--- src/rtl/seq_pattern_fsm.sv ---
// ---------------------------------------------------------------------------
// seq_pattern_fsm
//   Serial sequence detector for a PATTERN_W-bit pattern. The pattern can be
//   reloaded at run time. The first bit received is compared against the MSB.
//   Only bits with in_valid=1 are shifted in. Each completed match produces a
//   registered one-cycle pulse on out.
//
//   OVERLAP=1 keeps the history after a match, so a trailing part of one match
//   can start the next. OVERLAP=0 clears the history after a match, so the
//   next match needs PATTERN_W fresh bits.
//
//   Optional feature: define SEQ_MATCH_CNT_EN to add a saturating match
//   counter on port match_cnt. Without the macro, the port and the counter
//   are absent.
// ---------------------------------------------------------------------------
module seq_pattern_fsm #(
  parameter int                   PATTERN_W = 4,
  parameter logic [PATTERN_W-1:0] PATTERN   = 4'b1011,
  parameter bit                   OVERLAP   = 1'b1,
  parameter int                   CNT_W     = 8
) (
  input  logic                 clk,
  input  logic                 reset,
  input  logic                 in,
  input  logic                 in_valid,
  input  logic                 pat_load,
  input  logic [PATTERN_W-1:0] pat_in,
  output logic                 out,
  output logic                 filled
`ifdef SEQ_MATCH_CNT_EN
  ,
  output logic [CNT_W-1:0]     match_cnt
`endif
);

  // The fill counter has to hold the value PATTERN_W itself.
  localparam int FILL_W = $clog2(PATTERN_W + 1);
  localparam logic [FILL_W-1:0] FILL_FULL = FILL_W'(PATTERN_W);

  typedef enum logic {
    FILL   = 1'b0,
    SEARCH = 1'b1
  } state_t;

  state_t                 state_reg;
  logic [PATTERN_W-1:0]   history_reg;
  logic [PATTERN_W-1:0]   pattern_reg;
  logic [FILL_W-1:0]      fill_cnt_reg;
  logic                   out_reg;
  logic                   filled_reg;

  logic [PATTERN_W-1:0]   hist_shift;
  logic [FILL_W-1:0]      fill_cnt_next;
  logic [PATTERN_W-1:0]   bit_eq;
  logic                   match_now;

  // History as it would look after the current bit is accepted.
  assign hist_shift    = {history_reg[PATTERN_W-2:0], in};
  assign fill_cnt_next = fill_cnt_reg + FILL_W'(1);

  // Per-bit equality between the shifted history and the active pattern.
  for (genvar gi = 0; gi < PATTERN_W; gi++) begin : g_cmp
    assign bit_eq[gi] = ~(hist_shift[gi] ^ pattern_reg[gi]);
  end

  assign match_now = &bit_eq;

  // Detector FSM. Priority is reset, then pattern load, then an accepted bit.
  always_ff @(posedge clk) begin
    if (reset) begin
      state_reg    <= FILL;
      history_reg  <= '0;
      pattern_reg  <= PATTERN;
      fill_cnt_reg <= '0;
      out_reg      <= 1'b0;
      filled_reg   <= 1'b0;
    end else if (pat_load) begin
      // A new pattern abandons any partial match. The bit on this edge is dropped.
      state_reg    <= FILL;
      history_reg  <= '0;
      pattern_reg  <= pat_in;
      fill_cnt_reg <= '0;
      out_reg      <= 1'b0;
      filled_reg   <= 1'b0;
    end else if (in_valid) begin
      history_reg <= hist_shift;
      out_reg     <= 1'b0;
      case (state_reg)
        FILL: begin
          fill_cnt_reg <= fill_cnt_next;
          if (fill_cnt_next == FILL_FULL) begin
            // The history becomes full on this edge and is compared right away.
            if (match_now && !OVERLAP) begin
              state_reg    <= FILL;
              history_reg  <= '0;
              fill_cnt_reg <= '0;
              filled_reg   <= 1'b0;
            end else begin
              state_reg  <= SEARCH;
              filled_reg <= 1'b1;
            end
            out_reg <= match_now;
          end
        end
        SEARCH: begin
          out_reg <= match_now;
          if (match_now && !OVERLAP) begin
            state_reg    <= FILL;
            history_reg  <= '0;
            fill_cnt_reg <= '0;
            filled_reg   <= 1'b0;
          end
        end
        default: begin
          state_reg    <= FILL;
          history_reg  <= '0;
          fill_cnt_reg <= '0;
          filled_reg   <= 1'b0;
        end
      endcase
    end else begin
      // No bit accepted: hold all state. A pulse lasts only one cycle.
      out_reg <= 1'b0;
    end
  end

  assign out    = out_reg;
  assign filled = filled_reg;

`ifdef SEQ_MATCH_CNT_EN
  localparam logic [CNT_W-1:0] CNT_MAX = {CNT_W{1'b1}};

  logic [CNT_W-1:0] match_cnt_reg;
  logic             pulse_set;

  // Edges that will raise out on the next cycle.
  assign pulse_set = in_valid && match_now &&
                     ((state_reg == SEARCH) ||
                      ((state_reg == FILL) && (fill_cnt_next == FILL_FULL)));

  // Saturating count of match pulses. It is cleared when a new pattern is loaded.
  always_ff @(posedge clk) begin
    if (reset || pat_load) begin
      match_cnt_reg <= '0;
    end else if (pulse_set && (match_cnt_reg != CNT_MAX)) begin
      match_cnt_reg <= match_cnt_reg + CNT_W'(1);
    end
  end

  assign match_cnt = match_cnt_reg;
`endif

endmodule

--- config.mk ---
export PLATFORM = sky130hd
export DESIGN_NAME = seq_pattern_fsm
export DESIGN_NICKNAME = d
export VERILOG_FILES = /design/src/rtl/seq_pattern_fsm.sv
export SDC_FILE = /design/constraint.sdc
export NUM_CORES = 1
export LEC_CHECK = 0
export CAP_MARGIN = 30
export CORE_AREA = 2 2 39 41
export CTS_CLUSTER_DIAMETER = 80
export DETAILED_ROUTE_END_ITERATION = 8
export DIE_AREA = 0 0 41 43
export HOLD_SLACK_MARGIN = 0.06
export PLACE_DENSITY = 0.65
export SETUP_SLACK_MARGIN = 0.02
export SLEW_MARGIN = 20
export SYNTH_ARGS = -nofsm -noshare
export SYNTH_HDL_FRONTEND = slang
export SYNTH_SLANG_ARGS = --single-unit
export TNS_END_PERCENT = 20
--- constraint.sdc ---
create_clock -name clk -period 3.07 [get_ports clk]
set_input_delay 0.4605 -clock clk [delete_from_list [all_inputs] [get_ports clk]]
set_output_delay 0.4605 -clock clk [all_outputs]
set_load 0.005 [all_outputs]
# --- Yosys cells after proc, flatten, opt, wreduce, memory -nomap -nowiden ---
# Index checks and enable logic that the tools add are counted.
totals:
  reg_bits: 13
  latch_bits: 0
  ram_bits: 0
  rom_bits: 0
  in_bits: 9
  out_inout_bits: 2
  mem_count: 0
classes:
  addsub: 1
  multipliers: 0
  div_mod_pow: 0
  magnitude_cmp: 0
  n_eq_ne: 1
  shift: 0
  n_mux: 4
  n_bitwise: 10
  reduce_logical: 5
ops:
  columns: ["op", "count"]
  rows:
  - ["NOT 1 bit", 6]
  - ["AND reduction 4 bit", 1]
  - ["XOR 1 bit", 4]
  - ["adder 3 x 1 -> 3 bit, second input constant", 1]
  - ["equality test 3 bit, second input constant", 1]
  - ["two-way mux 1 bit", 3]
  - ["AND reduction 3 bit", 1]
  - ["OR reduction 3 bit", 1]
  - ["one-hot mux 1 bit (2 select lines)", 1]
  - ["AND reduction 2 bit", 1]
  - ["OR reduction 2 bit", 1]

# --- Logic depth before layout (Yosys ltp) ---
# Gate-level depths: netlist of the first run.
depth:
  ltp_word: 5
  ltp_mapped: 4

# --- Worst setup path after synthesis of the first run ---
# OpenSTA, ideal clock, no wires.
synth_path:
  path_type: "input-to-reg"
  startpoint: "input in_valid"
  endpoint: "register filled_reg (netlist: filled)"
  setup_time_ns: 0.115
  arrival_ns: 0.990
  slack_ns: 1.964
  cell_stages: 4
  path_cell_list: "buf_4 > and2b_1 > a31oi_1 > nor2_1"
synth_between:
  elab_chain_cells: 1
synth_rtl:
  columns: ["element", "line", "text"]
  rows:
  - ["from (decl)", "25", "input logic in_valid,"]
  - ["AND reduction 3 bit (no source line)", null, null]
  - ["to (signal assigned)", "76", "filled_reg <= 1'b0;"]
  - ["to (signal assigned)", "84", "filled_reg <= 1'b0;"]
  - ["to (signal assigned)", "97", "filled_reg <= 1'b0;"]
  - ["to (decl)", "50", "logic filled_reg;"]
# No other way between the ends.
# A chain may end at the register's enable or synchronous reset.

# --- Final worst setup path of the first run ---
layout_path:
  startpoint: "register filled_reg (netlist: filled)"
  endpoint: "output filled"
layout_lines:
  columns: ["element", "line", "text"]
  rows:
  - ["to (decl)", "29", "output logic filled"]
# No word-level cell between the ends.

==> summary.txt, run 1 <==
Outcome
  • Status: finished, final reports clean

STA
  • Final Hold Viols: 0
  • Min Clock Period, post-route: 1.57 ns
  • Fin crit share: 51.0%
  • Setup WS post-layout: 1.50 ns
  • Slew Limit Fails: 0
  • Post-Route Setup TNS: 0 ns
  • FMAX: 639 MHz
  • RSZ-0062 raised after global routing: no
  • Tightest Pin Transition: 0.324 ns
  • Endpoints failing setup: 0
  • Final Skew: 0.00286 ns
  • Slew headroom: 78.3%

Global routing
  • Global route overflow: 0
  • Initial antenna violation count: 0
  • Vias in the first global route: 340
  • First-pass GRT wire length: 1390 µm
  • Total track usage: 12.5%
  • Largest net degree at the start of global routing: 10

Placed design
  • RePlAce Congestion: 0.663
  • Worst slack, placed: 1.34 ns
  • IO Port Bufs: 10
  • Placed Instance Area: 653 µm²
  • DP Cell Count: 78
  • DP Wirelength: 625 µm

Detailed routing
  • DR WL/cell: 10.5 µm
  • Met2 routed wirelength: 361 µm
  • Via count: 386
  • Remaining DRCs: 0
  • First DRT Iteration DRCs: 0
  • Drt total wl: 860 µm
  • Via/cell ratio: 4.71
  • DRT met1 WL: 453 µm
  • Max layer used: met4
  • WL met3: 30 µm
  • DRT Pass-1 Iters: 1
  • Antenna violation net count after detailed routing: 0

Setup path
  • Reg2Reg Setup Slack: 1.93 ns
  • CP max-delay cell: clkdlybuf4s50_1
  • CP max FO: 2
  • Cell family with most CP delay: buffers and inverters
  • CP startpoint: filled$_SDFFE_PP0P_
  • Worst Setup Start Kind: register
  • Critical path depth: 1
  • Worst path arrival time: 1.11 ns
  • CP Capture Type: output pin
  • CP Data Required Time: 2.61 ns
  • Critical path class: reg -> out
  • R2R cell count: 4
  • Reg-to-reg critical path startpoint: fill_cnt_reg[0]$_SDFFE_PP0P_
  • Crit path largest cell delay: 0.50 ns
  • Crit path cell chain: clkdlybuf4s50_1
  • Buf/Inv on CP: 1

Power
  • Leakage Power: 0.000270 µW
  • Clock share of power: 32.7%
  • Sequential share of power: 57.0%
  • Pwr dens: 458 nW/µm²
  • Worst vdd ir: 0.000181 V
  • NetSw: 67.4 µW
  • Total power: 311 µW
  • Sw Share: 21.7%
  • Int Power: 244 µW
  • Share of total power in combinational logic: 10.4%

Min path
  • HP Class: reg -> reg
  • Hold Startpoint: filled$_SDFFE_PP0P_
  • Hold path cells: 2

Layout
  • Final #Nets: 78
  • Layout area overhead: 20.7%
  • Final non-filler cell total: 82
  • Commonest cells after routing, fill and taps aside: dfxtp_1, nor2_1, clkdlybuf4s50_1
  • Layout cells sized above 1: 4.55%
  • Largest register FFs: 4
  • # diodes: 0
  • Final instance area: 679 µm²
  • Most common cell after layout, fill and taps aside: dfxtp_1

Clocking
  • Hold buffers post-CTS: 0
  • CTS Sinks: 13
  • CTS resizes: 0
  • Worst-path clk slew: 0.08 ns
  • Maximum clock path buffer count: 2
  • CTS tree: yes
  • Root buffer cell: clkbuf_4
  • Clock latency on the worst-skew pair: 0.26 ns
  • Num CTS Buffers: 3
  • H-Tree Depth: 1
  • Setup Fix Bufs, Post-CTS: 0

Logic synthesis
  • Syn_nets: 66
  • Fraction of the mapped netlist area in compound gates: 7.78%
  • Post-Synth Simple-Gate Area: 16.4%
  • Yosys reg bits: 13
  • Synth Area per Inst: 10.2 µm²
  • Post-synthesis sequential area ratio: 46.2%
  • Yosys cell types: 17
  • Post-synthesis cell area: 563 µm²
  • Yosys warns: 0
  • Post-Synth Adder-Cell Area: 4.44%
  • XOR/XNOR share of the synthesized area: 10.9%
  • Largest family of logic cells by synthesized area: simple AND/OR/NAND/NOR gates
  • Cell count after synthesis: 55
  • Mux cell area share after synthesis: 8.89%

Run
  • Max-Cap Viols: 0

Floorplanning
  • Placeable Area: 1380 µm²
  • DIE AREA: 1760 µm²
  • Io pins: 11
  • Site Rows: 14
  • DIE WIDTH: 41 µm
  • Starting Density: 40.7%
  • Chip height: 43 µm
Yosys cell counts, drive strengths merged:
| cell | count | share of area [%] |
|---|---|---|
| nand3b | 1 | 1.3 |
| xnor2 | 5 | 7.8 |
| and2b | 1 | 1.3 |
| xor2 | 2 | 3.1 |
| nand3 | 2 | 1.8 |
| nor3 | 1 | 0.89 |
| a21oi | 1 | 0.89 |
| dfxtp | 13 | 46 |
| a211o | 3 | 4.7 |
| nor2 | 10 | 6.7 |
| ha | 2 | 4.4 |
| nor2b | 3 | 3.3 |
| buf | 3 | 5.3 |
| a31oi | 2 | 2.2 |
| or2 | 1 | 1.1 |
| mux2i | 5 | 8.9 |
power by group through the flow:
stage          sequential [µW]  combinational (µW)  clock, µW
2_1_floorplan              180                22.3          0
3_3_place_gp               181                32.2          0
3_5_place_dp               181                32.5          0
4_1_cts                    177                32.7        109
5_1_grt                    178                36.0        118
6_report                   177                32.3        102
cell families after synthesis:
logic type               after synthesis
AO/OA/AOI/OAI                          6
XOR/XNOR                               7
adder cells (fa/ha/maj)                2
buffers and inverters                  3
flip-flops                            13
multiplexers                           5
AND/OR/NAND/NOR                       19
layout make-up:
cell class,instances,area (µm²)
flip-flops and latches,13,260
clock buffers,4,26.3
well taps,16,20.0
fillers,140,704
repair buffers,10,100
multi-input cells,39,273
layer usage:
| metal | vias up | track usage, % |
|---|---|---|
| met5 | - | 0 |
| met4 | 0 | 12.0 |
| met3 | 2 | 4.71 |
| met2 | 5 | 15.9 |
| met1 | 173 | 15.0 |
| li1 | 206 | - |
worst paths after layout:
kind,end
hold reg to reg,filled$_SDFFE_PP0P_
setup / recovery,filled
hold / removal,filled$_SDFFE_PP0P_
setup reg to reg,out$_SDFF_PP0_
metrics by stage:
stage	hold slack (ns)	utilization [%]
floorplan	0.461	-
global placement	0.466	47.2
detailed placement	0.491	47.2
CTS	0.514	49.1
global route	0.555	49.1
finish	0.504	49.1
Power figures use the tool's default switching activity.
==> inputs of run 2 (changes only) <==
CORE_AREA = unset   (was 2 2 39 41)
CORE_MARGIN = 2   (was unset)
CORE_UTILIZATION = 42   (was unset)
DIE_AREA = unset   (was 0 0 41 43)
PLACE_DENSITY = 0.68   (was 0.65)
clock period = 1.4 ns   (was 3.07 ns; I/O delays follow)
==> summary.txt, run 2 (synthesized netlist as in run 1, its figures left out) <==
Clocking
  • Clock latency on the worst-skew pair: 0.27 ns (about the same)
  • CTS tree: yes
  • CTS Sinks: 13 (unchanged)
  • CTS resizes: 0 (unchanged)
  • Maximum clock path buffer count: 2 (unchanged)
  • Setup Fix Bufs, Post-CTS: 0 (unchanged)
  • Worst-path clk slew: 0.08 ns (about the same)
  • H-Tree Depth: 1 (unchanged)
  • Root buffer cell: clkbuf_4
  • Hold buffers post-CTS: 0 (unchanged)
  • Num CTS Buffers: 3 (unchanged)

Floorplanning
  • DIE WIDTH: 40.6 µm (-0.94%)
  • DIE AREA: 1650 µm² (-6.4%)
  • Starting Density: 44.4% (+3.7 points)
  • Placeable Area: 1270 µm² (-8.3%)
  • Chip height: 40.6 µm (-5.5%)
  • Site Rows: 13 (-1)
  • Io pins: 11 (unchanged)

Layout
  • Register area: 260 µm² (unchanged)
  • Largest register FFs: 4 (unchanged)
  • Final #Nets: 80 (+2.6%)
  • Multi-input gate area: 273 µm² (unchanged)
  • Layout area overhead: 23.1%
  • Commonest cells after routing, fill and taps aside: dfxtp_1, nor2_1, clkdlybuf4s50_1
  • Layout cells sized above 1: 7.35% (+2.8 points)
  • Most common cell after layout, fill and taps aside: dfxtp_1
  • Final instance area: 693 µm² (+2.0%)
  • Fillers: 124 (-11%)
  • # diodes: 0 (unchanged)

Power
  • Worst vdd ir: 0.000558 V (+210%)
  • NetSw: 157 µW (+130%)
  • Share of total power in combinational logic: 10.9% (+0.5 points)
  • Int Power: 538 µW (+120%)
  • Total power: 695 µW (+120%)
  • Clock share of power: 33.2% (+0.5 points)
  • Sw Share: 22.5% (+0.88 points)
  • Sequential share of power: 55.9% (-1.1 points)
  • Leakage Power: 0.000279 µW (+3.6%)
  • Pwr dens: 1000 nW/µm² (+120%)

Setup path
  • Crit path largest cell delay: 0.50 ns (about the same)
  • Worst Setup Start Kind: register
  • CP max-delay cell: clkdlybuf4s50_1
  • Crit path cell chain: clkdlybuf4s50_1
  • Critical path class: reg -> out
  • CP max FO: 2 (unchanged)
  • Buf/Inv on CP: 1 (unchanged)
  • CP Data Required Time: 1.19 ns (-1.42 ns)
  • Worst path arrival time: 1.10 ns (about the same)
  • Cell family with most CP delay: buffers and inverters
  • CP Capture Type: output pin

Outcome
  • Status: finished, final reports clean

STA
  • Final Hold Viols: 0 (unchanged)
  • Slew Limit Fails: 0 (unchanged)
  • RSZ-0062 raised after global routing: no
  • Final Skew: 0.000757 ns (-0.00210 ns)
  • Endpoints failing setup: 0 (unchanged)
  • Post-Route Setup TNS: 0 ns (unchanged)
  • Tightest Pin Transition: 0.283 ns (-0.0405 ns)
  • Min Clock Period, post-route: 1.31 ns
  • Fin crit share: 93.9%
  • FMAX: 761 MHz
  • Slew headroom: 81.1% (+2.8 points)

Detailed routing
  • Antenna violation net count after detailed routing: 0 (unchanged)
  • DRT Pass-1 Iters: 4 (+3)
  • First DRT Iteration DRCs: 4 (+4)
  • Via count: 402 (+4.1%)
  • Via/cell ratio: 4.84 (+2.9%)
  • DR WL/cell: 10.9 µm (+4.3%)
  • Drt total wl: 908 µm (+5.6%)
  • Remaining DRCs: 0 (unchanged)

Global routing
  • First-pass GRT wire length: 1460 µm (+5.5%)
  • Initial antenna violation count: 0 (unchanged)
  • Total track usage: 14.6% (+2.1 points)
  • Vias in the first global route: 339 (-0.29%)
  • Global route overflow: 0 (unchanged)
  • Largest net degree at the start of global routing: 9 (-1)

Placed design
  • RePlAce Congestion: 0.687 (+3.5%)
  • DP Wirelength: 658 µm (+5.3%)
  • Placed Instance Area: 667 µm² (+2.1%)
  • IO Port Bufs: 10 (unchanged)

Run
  • Max-Cap Viols: 0 (unchanged)

Min path
  • HP Class: reg -> reg
## run 2: cell types whose count changed in the layout (fill, tap and decap cells not counted), sizes merged
cell and delta:
buf +2
## run 2: per-layer routing
| layer | vias to the layer above | wire [µm] | global-route usage, % |
|---|---|---|---|
| met5 | - | 0 | 0 |
| met2 | 9 | 381 | 19.0 |
| met4 | 0 | 12 | 7.50 |
| met3 | 2 | 48 | 8.15 |
| met1 | 179 | 464 | 19.0 |
| li1 | 212 | - | - |
## run 2: worst paths after layout
kind / start / end / slack [ns] / cells past startpoint
max: filled$_SDFFE_PP0P_ / filled / 0.09 / 1
min: filled$_SDFFE_PP0P_ / filled$_SDFFE_PP0P_ / 0.49 / 2
max reg2reg: fill_cnt_reg[0]$_SDFFE_PP0P_ / out$_SDFF_PP0_ / 0.29 / 4
min reg2reg: filled$_SDFFE_PP0P_ / filled$_SDFFE_PP0P_ / 0.49 / 2
## run 2: stage by stage
| stage | cells | hold slack [ns] | utilization (%) | worst slack [ns] |
|---|---|---|---|---|
| 2_1_floorplan | 55 | 0.282 | - | 0.399 |
| 3_3_place_gp | 79 | 0.467 | 52.6 | 0.0810 |
| 3_5_place_dp | 79 | 0.477 | 52.6 | 0.0767 |
| 4_1_cts | 83 | 0.499 | 54.6 | 0.0655 |
| 5_1_grt | 83 | 0.514 | 54.6 | 0.0440 |
| 6_report | 83 | 0.485 | 54.6 | 0.0852 |
## run 2: worst min-delay path, cell delays in order, from the launching register on
cell     delay, ns
dfxtp_1       0.34
a31oi_1       0.04
nor2_1        0.07
## run 2: layout make-up
type                       instances  share of cell area [%]
clock buffer                       4                    3.79
sequential                        13                    37.5
tap                               15                    2.71
multi-input combinational         39                    39.4
timing repair buffer              12                    16.6
## run 2: power by group through the flow
stage | Clock [µW] | Combinational (µW) | Sequential, µW
global placement | 0 | 75.0 | 397
floorplan | 0 | 48.8 | 396
CTS | 241 | 76.3 | 388
detailed placement | 0 | 75.5 | 397
finish | 231 | 75.6 | 388
global route | 256 | 83.9 | 390
